==> config.mk <==
export PLATFORM = sky130hd
export DESIGN_NAME = seq_fsm_param
export DESIGN_NICKNAME = d
export VERILOG_FILES = /design/src/rtl/seq_fsm_param.sv
export SDC_FILE = /design/constraint.sdc
export NUM_CORES = 1
export LEC_CHECK = 0
export BUFFER_PORTS_ARGS = -buffer_cell sky130_fd_sc_hd__buf_2
export CORE_UTILIZATION = 50
export DETAILED_ROUTE_END_ITERATION = 6
export GPL_TIMING_DRIVEN = 0
export HOLD_SLACK_MARGIN = 0.08
export PLACE_DENSITY = 0.67
export SKIP_LAST_GASP = 1
export SYNTH_ARGS = -nofsm -noshare
export SYNTH_HDL_FRONTEND = slang
export SYNTH_SLANG_ARGS = --single-unit
export TNS_END_PERCENT = 20
==> constraint.sdc <==
create_clock -name Clock -period 9.1 [get_ports Clock]
set_input_delay 1.82 -clock Clock [delete_from_list [all_inputs] [get_ports Clock]]
set_output_delay 1.82 -clock Clock [all_outputs]
set_load 0.005 [all_outputs]
==> src/rtl/seq_fsm_param.sv <==
// seq_fsm_param: a Moore sequencer driven by a table that can be reprogrammed at runtime.
//
// Each table entry holds four fields:
//   out   - value driven on Y while the sequencer is in that state
//   next0 - successor state when Control=0 at the transition edge
//   next1 - successor state when Control=1 at the transition edge
//   dwell - number of extra enabled cycles to stay in the state
// The legacy fixed 4-state sequencer is one way to program this table.
//
// Ports:
//   Clock, Reset   rising-edge clock; asynchronous active-high reset
//   Enable         1 lets the sequencer run; 0 freezes State and the dwell counter
//   SyncClear      synchronous return to state 0; overrides Enable and transitions
//   Control        selects next1 (1) or next0 (0) at a transition edge
//   CfgWe, CfgAddr, CfgOut, CfgNext0, CfgNext1, CfgDwell
//                  port used to write one whole table entry
//   Y              out field of entry[State] (combinational)
//   State          current state index
//   Advance        one-cycle pulse after every transition
//   Wrap           one-cycle pulse after a transition into state 0
//   CfgErr         one-cycle pulse after a rejected table write
module seq_fsm_param #(
  parameter int STATE_W    = 3,
  parameter int NUM_STATES = 8,
  parameter int OUT_W      = 8,
  parameter int DWELL_W    = 4
) (
  input  logic               Clock,
  input  logic               Reset,
  input  logic               Enable,
  input  logic               SyncClear,
  input  logic               Control,
  input  logic               CfgWe,
  input  logic [STATE_W-1:0] CfgAddr,
  input  logic [OUT_W-1:0]   CfgOut,
  input  logic [STATE_W-1:0] CfgNext0,
  input  logic [STATE_W-1:0] CfgNext1,
  input  logic [DWELL_W-1:0] CfgDwell,
  output logic [OUT_W-1:0]   Y,
  output logic [STATE_W-1:0] State,
  output logic               Advance,
  output logic               Wrap,
  output logic               CfgErr
);

  // The table is sized to the full index space, so any State value is a legal index.
  // Entries at NUM_STATES and above are never written and never reached.
  // They keep their reset constants.
  localparam int TAB_N = 2 ** STATE_W;
  localparam logic [STATE_W:0] NUM_S = (STATE_W + 1)'(NUM_STATES);

  typedef enum logic [1:0] {
    ACT_HOLD,
    ACT_DWELL,
    ACT_STEP,
    ACT_CLEAR
  } act_t;

  logic [OUT_W-1:0]   tab_out   [TAB_N];
  logic [STATE_W-1:0] tab_next0 [TAB_N];
  logic [STATE_W-1:0] tab_next1 [TAB_N];
  logic [DWELL_W-1:0] tab_dwell [TAB_N];

  logic [DWELL_W-1:0] cnt;
  logic [DWELL_W-1:0] cnt_d;
  logic [STATE_W-1:0] state_d;
  logic [STATE_W-1:0] succ;
  logic               adv_d;
  logic               wrap_d;
  logic               cfg_ok;
  act_t               act;

  // A write is accepted only when every index field names an implemented state.
  // This check is what keeps State inside 0..NUM_STATES-1.
  assign cfg_ok = ({1'b0, CfgAddr}  < NUM_S) &&
                  ({1'b0, CfgNext0} < NUM_S) &&
                  ({1'b0, CfgNext1} < NUM_S);

  assign Y = tab_out[State];

  // Table storage. Transition and dwell-load decisions read these registers directly.
  // On an edge that also writes the table, they therefore see the pre-write contents.
  always_ff @(posedge Clock or posedge Reset) begin
    if (Reset) begin
      for (int i = 0; i < TAB_N; i++) begin
        tab_out[i]   <= OUT_W'(i + 1);
        tab_next0[i] <= STATE_W'((i + 1) % NUM_STATES);
        tab_next1[i] <= STATE_W'((i + 1) % NUM_STATES);
        tab_dwell[i] <= '0;
      end
    end else if (CfgWe && cfg_ok) begin
      tab_out[CfgAddr]   <= CfgOut;
      tab_next0[CfgAddr] <= CfgNext0;
      tab_next1[CfgAddr] <= CfgNext1;
      tab_dwell[CfgAddr] <= CfgDwell;
    end
  end

  always_ff @(posedge Clock or posedge Reset) begin
    if (Reset) begin
      State   <= '0;
      cnt     <= '0;
      Advance <= 1'b0;
      Wrap    <= 1'b0;
      CfgErr  <= 1'b0;
    end else begin
      State   <= state_d;
      cnt     <= cnt_d;
      Advance <= adv_d;
      Wrap    <= wrap_d;
      CfgErr  <= CfgWe && !cfg_ok;
    end
  end

  // Choose one action per edge, in priority order: clear, then dwell countdown or step.
  always_comb begin
    act     = ACT_HOLD;
    succ    = Control ? tab_next1[State] : tab_next0[State];
    state_d = State;
    cnt_d   = cnt;
    adv_d   = 1'b0;
    wrap_d  = 1'b0;

    if (SyncClear) begin
      act = ACT_CLEAR;
    end else if (Enable) begin
      act = (cnt == '0) ? ACT_STEP : ACT_DWELL;
    end

    unique case (act)
      ACT_CLEAR: begin
        state_d = '0;
        cnt_d   = tab_dwell[0];
      end
      ACT_DWELL: begin
        cnt_d = cnt - DWELL_W'(1);
      end
      ACT_STEP: begin
        // Self-loops reload the dwell counter too, so a state with dwell=d
        // always lasts d+1 enabled cycles.
        state_d = succ;
        cnt_d   = tab_dwell[succ];
        adv_d   = 1'b1;
        wrap_d  = (succ == '0);
      end
      default: begin
      end
    endcase
  end

endmodule

==> impl_metrics.env <==
export IMPL_status="finished clean"
export IMPL_ant_nets=0
export IMPL_routed_wl_um=14600
export IMPL_fin_nets=533
export IMPL_synth_top_area_share_pct=41.1
export IMPL_hold_buffers=0
export IMPL_worst_setup_path_type="reg2out"
export IMPL_ys_warn_count=0
export IMPL_io_buffer_count=33
export IMPL_hold_violations=0
export IMPL_synth_area_leaders="dfrtp_1, mux2_2, dfstp_2"
export IMPL_synth_most_common_cell="mux2_2"
export IMPL_grt_first_pass_wirelength_um=23700
export IMPL_hp_class="reg2reg"
export IMPL_synth_xor_area_share_pct=0
export IMPL_cp_start_kind="flip-flop"
export IMPL_reg2regPathDepth=8
export IMPL_reg2reg_slack_ps=6540
export IMPL_grt_max_degree=81
export IMPL_clkTransAtPathRegs_ps=60
export IMPL_seq_area_frac_synth_pct=54.8
export IMPL_clock_fmax_mhz=227
export IMPL_worst_slack_ps=4690
export IMPL_clock_sinks=153
export IMPL_wl_per_cell_um=21.0
export IMPL_setup_tns_ps=0
export IMPL_die_area_um2=14600
export IMPL_ir_drop_v=0.000157
export IMPL_async_reset_ff_share_pct=100
export IMPL_hp_start="tab_out[55]"
export IMPL_maxSlewHeadroom_pct=26.4
export IMPL_synth_seq_cells=153
export IMPL_synthMuxAreaShare_pct=38.1
export IMPL_crit_family="buffers and inverters"
export IMPL_die_x_um=121
export IMPL_synth_cells=451
export IMPL_hold_ws_ps=496
export IMPL_drtIter0Drc=166
export IMPL_h_tree_depth=4
export IMPL_syn_area_um2=7070
export IMPL_finalSetupViolCount=0
export IMPL_drive_gt1_share_pct=57.8
export IMPL_worst_setup_path_end_kind="output pin"
export IMPL_ctsLongestPathBuffers=2
export IMPL_start_util_pct=51.1
export IMPL_synth_edf_count=0
export IMPL_fin_crit_sh_pct=48.5
export IMPL_crit_required_ps=7280
export IMPL_post_cts_resized=0
export IMPL_ys_types=41
export IMPL_cts_tree="done"
export IMPL_finalClockSkew_ps=9.87
export IMPL_antenna_found_initial=0
export IMPL_synth_top_family_by_area="multiplexers"
export IMPL_crit_top_cell="buf_2"
export IMPL_synth_fp_nets=480
export IMPL_synth_simple_area_share_pct=3.20
export IMPL_synth_common_cells="mux2_2, dfrtp_1, dfstp_2, mux2i_1, mux4_2"
export IMPL_drv_cap=0
export IMPL_static_leakage_power_nw=3.49
export IMPL_rsz0062_at_grt="no"
export IMPL_hold_path_endpoint="tab_out[55]"
export IMPL_power_density_nw_per_um2=257
export IMPL_crit_slowest_cell="mux4_2"
export IMPL_syn_to_final_growth_pct=14.8
export IMPL_p_total_mw=2.08
export IMPL_synth_ff_type="dfrtp_1"
export IMPL_globalRouteOverflowTotal=0
export IMPL_report_final_slew_viol_count=0
export IMPL_synth_adder_area_share_pct=0.354
export IMPL_antenna_cells=0
export IMPL_crit_buf_inv=3
export IMPL_fin_crit_ps=4410
export IMPL_rr_startpoint="State[1]"
export IMPL_vias=3996
export IMPL_clkLatencyLatePin_ps=430
export IMPL_dp_hpwl_um=9410
export IMPL_synth_avg_cell_area_um2=15.7
export IMPL_r2r_end="cnt[3]"
export IMPL_remaining_drc_errors=0
export IMPL_die_h_um=121
export IMPL_cts_setup_buffers=0
export IMPL_grt_usage_pct=22.5
export IMPL_grt_pass1_vias=4216
export IMPL_avgViaCountPerCell=5.73
export IMPL_synth_compound_area_share_pct=1.10
export IMPL_crit_arrival_ps=2590
export IMPL_pre_cts_ws_ps=4850
export IMPL_max_stage_delay_ps=550
export IMPL_numCtsBuffers=17
export IMPL_crit_fanout=10
export IMPL_holdPathStages=1
export IMPL_io_pins=41
export IMPL_gp_congestion=0.800
export IMPL_coreArea_um2=13800
export IMPL_rows=43
export IMPL_yosysTopAreaCell="dfrtp_1"
export IMPL_n_fill_cell=1086
export IMPL_dr_pass1_iters=4
export IMPL_root_buffer="clkbuf_16"
export IMPL_tightest_slew_ps=1100
export IMPL_cp_cell_sequence="buf_2 -> buf_2 -> mux4_2 -> mux2_2 -> buf_2"
[metal layers]
metal | GRT usage [%] | share of wire [%] | vias to the layer above
met2 | 36.1 | 50 | 56
met3 | 5.87 | 2.6 | 27
met5 | 0 | 0 | -
met4 | 8.49 | 1.7 | 0
li1 | - | - | 1781
met1 | 29.2 | 46 | 2132
[how the worst max path moves through the flow]
stage / startpoint / to / slack [ps] / cells past startpoint
after floorplan: Reset / Advance / 3220 / 1
final: State[0] / Y[4] / 4690 / 5
after CTS: State[0] / Y[4] / 4630 / 5
after detailed placement: CfgAddr[2] / tab_dwell[31] / 4850 / 5
after global placement: Reset / tab_out[48] / 1690 / 2
after global routing: State[0] / Y[4] / 4540 / 5
[cells by family (layout without fill, tap and decap cells)]
family	count (synthesis)	count (layout)
multiplexers	212	212
flip-flops	153	153
AND/OR/NAND/NOR	39	39
buffers and inverters	32	98
AO/OA/AOI/OAI	12	12
adder cells (fa/ha/maj)	2	2
other	1	1
[through the flow]
| step | cell area, µm² | utilization, % | cells |
|---|---|---|---|
| 6_report | 8120 | 58.7 | 697 |
| 5_1_grt | 8120 | 58.7 | 697 |
| 4_1_cts | 8120 | 58.7 | 697 |
| 3_5_place_dp | 7500 | 54.2 | 665 |
| 3_3_place_gp | 7460 | 54.0 | 664 |
| 2_1_floorplan | 7070 | - | 451 |
[state kept, by name (all words and copies together) (netlist names)]
signal / count
tab_out: 64
tab_dwell: 32
tab_next0: 24
tab_next1: 24
cnt: 4
State: 3
Advance: 1
Wrap: 1
[area by class of cell]
cell class              instances  area (µm²)  area share (%)
inverters                       6        27.5           0.339
flip-flops and latches        153        3870            47.7
well taps                     180         225            2.77
plain buffers                  26         148            1.82
clock buffers                  25         536            6.60
multi-input cells             266        3030            37.3
repair buffers                 34         193            2.37
clock inverters                 7        85.1            1.05
[power breakdown]
| group | switching, mW | internal (mW) | leakage (nW) |
|---|---|---|---|
| Clock | 0.264 | 0.460 | 0.315 |
| Combinational | 0.173 | 0.252 | 1.38 |
| Sequential | 0.0771 | 0.857 | 1.79 |
[cell usage in the layout (no fill, tap or decap), types with 5 or more instances in the layout]
| cell type | count |
|---|---|
| mux2_2 | 154 |
| dfrtp_1 | 116 |
| buf_2 | 39 |
| dfstp_2 | 37 |
| mux2i_1 | 28 |
| mux4_2 | 22 |
| clkbuf_16 | 17 |
| nor2_1 | 11 |
| clkbuf_1 | 11 |
| clkbuf_8 | 8 |
| mux4_1 | 6 |
| nand2_1 | 5 |
| clkinv_2 | 5 |
(Power assumes the default switching activity.)
